## config.mk

```make
export PLATFORM = sky130hd
export DESIGN_NAME = spi_master
export DESIGN_NICKNAME = d
export VERILOG_FILES = /design/src/rtl/spi_master.sv
export SDC_FILE = /design/constraint.sdc
export NUM_CORES = 1
export LEC_CHECK = 0
export BUFFER_PORTS_ARGS = -buffer_cell sky130_fd_sc_hd__buf_2
export CORE_MARGIN = 1
export CORE_UTILIZATION = 46
export CTS_BUF_LIST = sky130_fd_sc_hd__clkbuf_8
export CTS_CLUSTER_DIAMETER = 100
export DETAILED_ROUTE_END_ITERATION = 8
export PLACE_DENSITY = 0.66
export SETUP_SLACK_MARGIN = 0.1
export SLEW_MARGIN = 20
export SYNTH_ARGS = -nofsm -noshare
export SYNTH_HDL_FRONTEND = slang
export SYNTH_SLANG_ARGS = --single-unit
export TNS_END_PERCENT = 10
```

## constraint.sdc

```tcl
create_clock -name clk -period 5.1 [get_ports clk]
set_clock_uncertainty 0.15 [all_clocks]
set_input_delay 0.765 -clock clk [delete_from_list [all_inputs] [get_ports clk]]
set_output_delay 0.765 -clock clk [all_outputs]
set_load 0.01 [all_outputs]
```

## src/rtl/spi_master.sv

```systemverilog
//============================================================================
// Module   : spi_master
// Purpose  : Serialises one {write,size,addr,data} request per handshake as
//            an SPI frame (CPOL/CPHA selectable) and captures miso.
// Revision : 1.0 - initial release
//============================================================================
`default_nettype none

module spi_master #(
    parameter int AWIDTH  = 8,
    parameter int DWIDTH  = 32,
    parameter int CLK_DIV = 4
) (
    input  logic              clk,
    input  logic              rst,
    input  logic [1:0]        mode_i,
    input  logic              req_valid_i,
    output logic              req_ready_o,
    input  logic              req_write_i,
    input  logic [1:0]        req_size_i,
    input  logic [AWIDTH-1:0] req_addr_i,
    input  logic [DWIDTH-1:0] req_data_i,
    output logic              done_o,
    output logic [DWIDTH-1:0] rdata_o,
    output logic              sck_o,
    output logic              mosi_o,
    input  logic              miso_i,
    output logic              ss_n_o
);

    localparam int c_NBITS = AWIDTH + 3 + DWIDTH;
    localparam int c_HW    = $clog2(CLK_DIV) + 1;
    localparam int c_TWRAW = $clog2(2 * c_NBITS + 1);
    localparam int c_TW    = (c_TWRAW > 6) ? c_TWRAW : 6;

    localparam logic [c_HW-1:0] c_HLAST = c_HW'(CLK_DIV - 1);
    localparam logic [c_TW-1:0] c_TLAST = c_TW'(2 * c_NBITS);

    typedef enum logic [2:0] {
        IDLE  = 3'd0,
        SETUP = 3'd1,
        SHIFT = 3'd2,
        HOLD  = 3'd3,
        GAP   = 3'd4
    } state_t;

    state_t               state_q;
    logic                 ss_n_q;
    logic                 sck_q;
    logic                 mosi_q;
    logic                 done_q;
    logic                 ready_q;
    logic                 cpha_q;
    logic [DWIDTH-1:0]    rdata_q;
    logic [c_NBITS-1:0]   tx_q;
    logic [DWIDTH-1:0]    rx_q;
    logic [c_HW-1:0]      hcnt_q;
    logic [c_TW-1:0]      tcnt_q;
    logic [c_TW-1:0]      tcnt_d;
    logic [c_NBITS-1:0]   w_frame;

    assign w_frame = {req_write_i, req_size_i, req_addr_i, req_data_i};
    assign tcnt_d  = tcnt_q + 1'b1;

    always_ff @(posedge clk or posedge rst) begin
        if (rst) begin
            state_q <= IDLE;
            ss_n_q  <= 1'b1;
            sck_q   <= 1'b0;
            mosi_q  <= 1'b0;
            done_q  <= 1'b0;
            ready_q <= 1'b1;
            cpha_q  <= 1'b0;
            rdata_q <= '0;
            tx_q    <= '0;
            rx_q    <= '0;
            hcnt_q  <= '0;
            tcnt_q  <= '0;
        end else begin
            done_q <= 1'b0;
            case (state_q)
                IDLE: begin
                    sck_q <= mode_i[1];
                    if (req_valid_i) begin
                        cpha_q  <= mode_i[0];
                        ss_n_q  <= 1'b0;
                        ready_q <= 1'b0;
                        hcnt_q  <= '0;
                        tcnt_q  <= '0;
                        state_q <= SETUP;
                        // CPHA=0 presents the MSB before the first edge; CPHA=1 drives it on that edge
                        if (mode_i[0]) begin
                            mosi_q <= 1'b0;
                            tx_q   <= w_frame;
                        end else begin
                            mosi_q <= w_frame[c_NBITS-1];
                            tx_q   <= {w_frame[c_NBITS-2:0], 1'b0};
                        end
                    end
                end
                SETUP: begin
                    if (hcnt_q == c_HLAST) begin
                        hcnt_q  <= '0;
                        state_q <= SHIFT;
                    end else begin
                        hcnt_q <= hcnt_q + 1'b1;
                    end
                end
                SHIFT: begin
                    if (hcnt_q == c_HLAST) begin
                        hcnt_q <= '0;
                        sck_q  <= ~sck_q;
                        tcnt_q <= tcnt_d;
                        // odd toggle count marks a leading edge
                        if (tcnt_d[0]) begin
                            if (cpha_q) begin
                                mosi_q <= tx_q[c_NBITS-1];
                                tx_q   <= {tx_q[c_NBITS-2:0], 1'b0};
                            end else begin
                                rx_q <= {rx_q[DWIDTH-2:0], miso_i};
                            end
                        end else begin
                            if (cpha_q) begin
                                rx_q <= {rx_q[DWIDTH-2:0], miso_i};
                            end else if (tcnt_d != c_TLAST) begin
                                mosi_q <= tx_q[c_NBITS-1];
                                tx_q   <= {tx_q[c_NBITS-2:0], 1'b0};
                            end
                        end
                        if (tcnt_d == c_TLAST) begin
                            state_q <= HOLD;
                        end
                    end else begin
                        hcnt_q <= hcnt_q + 1'b1;
                    end
                end
                HOLD: begin
                    if (hcnt_q == c_HLAST) begin
                        hcnt_q  <= '0;
                        ss_n_q  <= 1'b1;
                        mosi_q  <= 1'b0;
                        state_q <= GAP;
                    end else begin
                        hcnt_q <= hcnt_q + 1'b1;
                    end
                end
                GAP: begin
                    if (hcnt_q == c_HLAST) begin
                        hcnt_q  <= '0;
                        done_q  <= 1'b1;
                        ready_q <= 1'b1;
                        rdata_q <= rx_q;
                        state_q <= IDLE;
                    end else begin
                        hcnt_q <= hcnt_q + 1'b1;
                    end
                end
                default: begin
                    state_q <= IDLE;
                    ss_n_q  <= 1'b1;
                    mosi_q  <= 1'b0;
                    ready_q <= 1'b1;
                end
            endcase
        end
    end

    assign req_ready_o = ready_q;
    assign done_o      = done_q;
    assign rdata_o     = rdata_q;
    assign sck_o       = sck_q;
    assign mosi_o      = mosi_q;
    assign ss_n_o      = ss_n_q;

endmodule

`default_nettype wire
```

# --- Yosys cells after proc, flatten, opt, wreduce, memory -nomap -nowiden ---
# Index checks and enable logic that the tools add are counted.
op_classes:
  n_addsub: 2
  n_eq_ne: 17
  mux: 41
  bitwise_logic: 4
  n_reduce_logical: 19
op_table:
  columns: ["op", "n"]
  rows:
  - ["43-bit two-way mux", 7]
  - ["32-bit two-way mux", 3]
  - ["43-bit case mux with 2 select lines", 1]
  - ["3-bit two-way mux", 8]
  - ["3-bit case mux with 5 select lines", 1]
  - ["7-bit two-way mux", 2]
  - ["2-bit inequality test, second input constant", 7]
  - ["7-bit case mux with 2 select lines", 1]
  - ["1-bit two-way mux", 13]
  - ["6-bit AND reduction", 2]
  - ["3-bit by 2-bit equality test with 1-bit output, second input constant", 3]
  - ["3-bit inequality test, second input constant", 3]
  - ["3-bit AND reduction", 3]
  - ["2-bit AND reduction", 4]
  - ["7-bit by 1-bit adder with 7-bit output, second input constant", 1]
  - ["7-bit equality test, second input constant", 1]
  - ["7-bit inequality test, second input constant", 1]
  - ["7-bit AND reduction", 1]
  - ["1-bit case mux with 3 select lines", 2]
  - ["3-bit case mux with 2 select lines", 1]
  - ["2-bit nonzero test", 3]
  - ["3-bit OR reduction", 2]
  - ["1-bit inverter", 4]
  - ["1-bit case mux with 4 select lines", 1]
  - ["8 further kinds", 8]
word_totals:
  reg_bits: 126
  inputBits: 49
  output_inout_bits: 37

# --- Logic depth before layout (Yosys ltp) ---
depth:
  word_depth: 7
  mapped_depth: 8

# --- Worst setup path before layout ---
# No wires, ideal clock.
synth_path:
  kind: "reg-to-reg"
  startpoint: "reg tcnt_q[0]"
  endpoint: "reg tx_q[42]"
  setup_ns: 0.125
  t_arrival_ns: 2.136
  t_required_ns: 4.825
  slack_ns: 2.689
  stages_incl_launch_ff: 7
  n_path_buf: 0
  cell_sequence: "dfrtp_1 ha_1 nand2b_1 or4_4 a311oi_2 a21o_1 mux2_2"
synth_via:
  elab_chain_cells: 4
  elab_cells_between_ends: 9
synth_lines:
  columns: ["item", "line", "rtl"]
  rows:
  - ["from (decl)", "58", "logic [c_TW-1:0] tcnt_q;"]
  - ["from (signal assigned)", "113", "tcnt_q <= tcnt_d;"]
  - ["7-bit by 1-bit adder with 7-bit output *", "63", "assign tcnt_d = tcnt_q + 1'b1;"]
  - ["7-bit inequality test / 43-bit two-way mux (equally long branches)", "125, 115", null]
  - ["3-bit inequality test (no line) / 43-bit two-way mux (equally long branches)", null, null]
  - ["6-bit AND reduction (no line) / 43-bit case mux with 2 select lines (equally long branches)", null, null]
  - ["to (signal assigned)", "94", "tx_q <= w_frame;"]
  - ["to (signal assigned)", "118", "tx_q <= {tx_q[c_NBITS-2:0], 1'b0};"]
  - ["to (signal assigned)", "127", "tx_q <= {tx_q[c_NBITS-2:0], 1'b0};"]
  - ["to (decl)", "55", "logic [c_NBITS-1:0] tx_q;"]
# Mark *: on every way between the ends. The rest lies on a longest branch, timed or not. The select of a mux whose other input is x is not followed.
# A chain may end at the register's enable or synchronous reset.

# --- Worst setup path after layout ---
# Ends and elaborated chain as after synthesis.

==> results.sh <==
export IMPL_fin_cells=867
export IMPL_finalSetupTns_ns=0
export IMPL_power_leakage_nw=3.37
export IMPL_final_antenna_net_count=0
export IMPL_wirelength_mm=14.3
export IMPL_die_area_um2=15200
export IMPL_period_share_pct=63.9
export IMPL_slew_headroom_pct=33.7
export IMPL_rsz0062_at_grt="no"
export IMPL_cts_buffers=17
export IMPL_hold_viol=0
export IMPL_share_seq_of_total_power_pct=42.7
export IMPL_cts_tree="done"
export IMPL_portBuffers=85
export IMPL_cts_root_buf="clkbuf_8"
export IMPL_fp_dieH_um=123
export IMPL_place_congestion=0.831
export IMPL_critPathArrivalTime_ns=3.44
export IMPL_hpwl_mm=9.00
export IMPL_synth_async_sr_flop_share_pct=100
export IMPL_cp_start_kind="flop"
export IMPL_setup_viol=0
export IMPL_synth_cells=614
export IMPL_worstPathCellList="ha_1 > nand2b_1 > or4_4 > a311oi_4 > buf_4 > a21o_1 > mux2_2"
export IMPL_grt_pass1_vias=4930
export IMPL_layout_setup_ws_ns=1.84
export IMPL_viasPerCell=5.83
export IMPL_antenna_found_initial=1
export IMPL_ys_seq_area_share_pct=46.8
export IMPL_max_cap_viol_count=0
export IMPL_vias=5053
export IMPL_grt_pass1_wl_mm=23.7
export IMPL_worst_path_max_delay_cell="buf_4"
export IMPL_p_clk_share_pct=27.6
export IMPL_syn_num_nets=668
export IMPL_endpoint_kind="flop"
export IMPL_synth_distinct_cells=49
export IMPL_cts_sinks=126
export IMPL_critPathKind="reg -> reg"
export IMPL_post_drt_wl_per_cell_um=16.5
export IMPL_initial_core_util_pct=47.9
export IMPL_firstDrtPassIters=4
export IMPL_cts_path_max_buffers=2
export IMPL_worstPathRequired_ns=5.28
export IMPL_final_cell_mix="123 x dfrtp_1, 106 x mux2_2, 85 x buf_2, 84 x o211ai_1, 47 x nand3_1"
export IMPL_slew_viol_final=0
export IMPL_syn_area_per_cell_um2=11.0
export IMPL_max_slew_worst_pin_slew_ns=0.994
export IMPL_synth_warning_count=0
export IMPL_clock_fmax_mhz=307
export IMPL_grt_overflow=0
export IMPL_path_buf_inv=1
export IMPL_hp_class="in -> async"
export IMPL_p_comb_share_pct=29.7
export IMPL_grt_use_total_pct=20.1
export IMPL_fin_nets=728
export IMPL_syn_to_final_growth_pct=14.1
export IMPL_fin_crit_ns=3.26
export IMPL_cts_resized=0
export IMPL_cp_top_family="simple AND/OR/NAND/NOR gates"
export IMPL_post_cts_buffers=0
export IMPL_first_iter_violations=357
export IMPL_clk_latency_ns=0.44
export IMPL_total_power_mw=3.58
export IMPL_path_depth=7
export IMPL_h_tree_depth=4
export IMPL_p_sw_share_pct=34.9
export IMPL_synth_edf_count=0
export IMPL_worstRegToRegCells=7
export IMPL_clk_pin_slew_ns=0.08
export IMPL_crit_path_max_fanout=83
export IMPL_finish_utilization_pct=54.6
export IMPL_worst_hold_slack_ns=0.300
export IMPL_hold_buffers=0
export IMPL_p_int_mw=2.33
export IMPL_grt_max_degree=84
export IMPL_vdd_drop_max_mv=0.246
export IMPL_placed_area_um2=7240
export IMPL_ys_flop_type="dfrtp_1"
export IMPL_core_um2=14100
export IMPL_layout_drive_gt1_share_pct=35.4
export IMPL_outcome="finished clean"
export IMPL_cp_slowest_stage_delay_ns=0.66
export IMPL_final_area_um2=7700
export IMPL_ios=86
export IMPL_switchingPower_mw=1.25
export IMPL_syn_area_um2=6750
export IMPL_layout_commonest_cell="dfrtp_1"
export IMPL_drc=0
export IMPL_die_x_um=123
export IMPL_ys_seq_elements=126
export IMPL_power_density_nw_per_um2=465
export IMPL_dpl_worst_slack_ns=1.85
export IMPL_place_inst=835
export IMPL_rows=43
-- worst paths after layout --
path	from	end	slack (ns)
worst min-delay path	rst	rdata_o[28]	0.30
max in group asynchronous	rst	state_q[1]	3.51
worst max register to register	tcnt_q[0]	tx_q[42]	1.84
min in group clk	tx_q[0]	tx_q[0]	0.34
worst min register to register	tx_q[0]	tx_q[0]	0.34
worst max-delay path	tcnt_q[0]	tx_q[42]	1.84
-- power groups by stage --
stage,logic [mW],clock network [mW],registers (mW)
after detailed placement,1.07,0,1.54
after CTS,1.07,1.01,1.52
final,1.06,0.986,1.53
after global routing,1.19,1.06,1.57
after global placement,1.02,0,1.52
after floorplan,0.944,0,1.40
-- sequential cells by signal, indices dropped and copies added, names as in the netlist --
register and count:
rdata_o 32, hcnt_q 3, done_o 1, ss_n_o 1
tx_q 43, req_ready_o 1, rx_q 32, mosi_o 1
state_q 3, tcnt_q 7, cpha_q 1, sck_o 1
-- layer usage --
layer	part of all wire, %	vias up	GRT usage (%)
met5	0	-	0
met4	1.1	0	6.70
met3	5.3	12	6.32
met2	48	112	32.5
met1	46	2497	25.6
li1	-	2432	-
-- area by class of cell --
class	count	area, µm²
well taps	180	225
fillers	1242	6400
inverters	10	40.0
repair buffers	95	500
multi-input cells	424	3320
diodes	1	2.50
clock inverters	14	216
clock buffers	17	234
flip-flops and latches	126	3160
-- synth_stat cells (2+ instances only) --
master	count	area [µm²]
inv_1	10	37.5
dfstp_2	2	52.6
a22oi_1	41	308
clkbuf_1	40	150
and4_1	2	17.5
nor2b_1	4	25.0
nand2_1	20	75.1
dfrtp_1	124	3100
buf_2	3	15.0
ha_1	5	62.6
o21ai_0	15	75.1
o31ai_1	2	15.0
a311oi_1	2	17.5
buf_4	5	37.5
nor2_1	12	45.0
xnor2_1	3	26.3
nand3_1	47	235
a21oi_1	7	35.0
buf_6	5	56.3
and3b_1	2	17.5
or3_1	2	12.5
o211ai_1	84	631
mux2_2	106	1190
a21boi_0	3	22.5
nand2b_1	44	275
-- cells by family after synthesis --
kind of cell    after synthesis  share of synthesized area, %
compound gates              165                          17.9
xor+xnor                      4                         0.519
simple gates                143                          11.6
flops                       126                          46.8
mux                         107                          17.8
buf+inv                      64                          4.45
fa+ha+maj                     5                         0.927
Power figures use the tool's default switching activity.
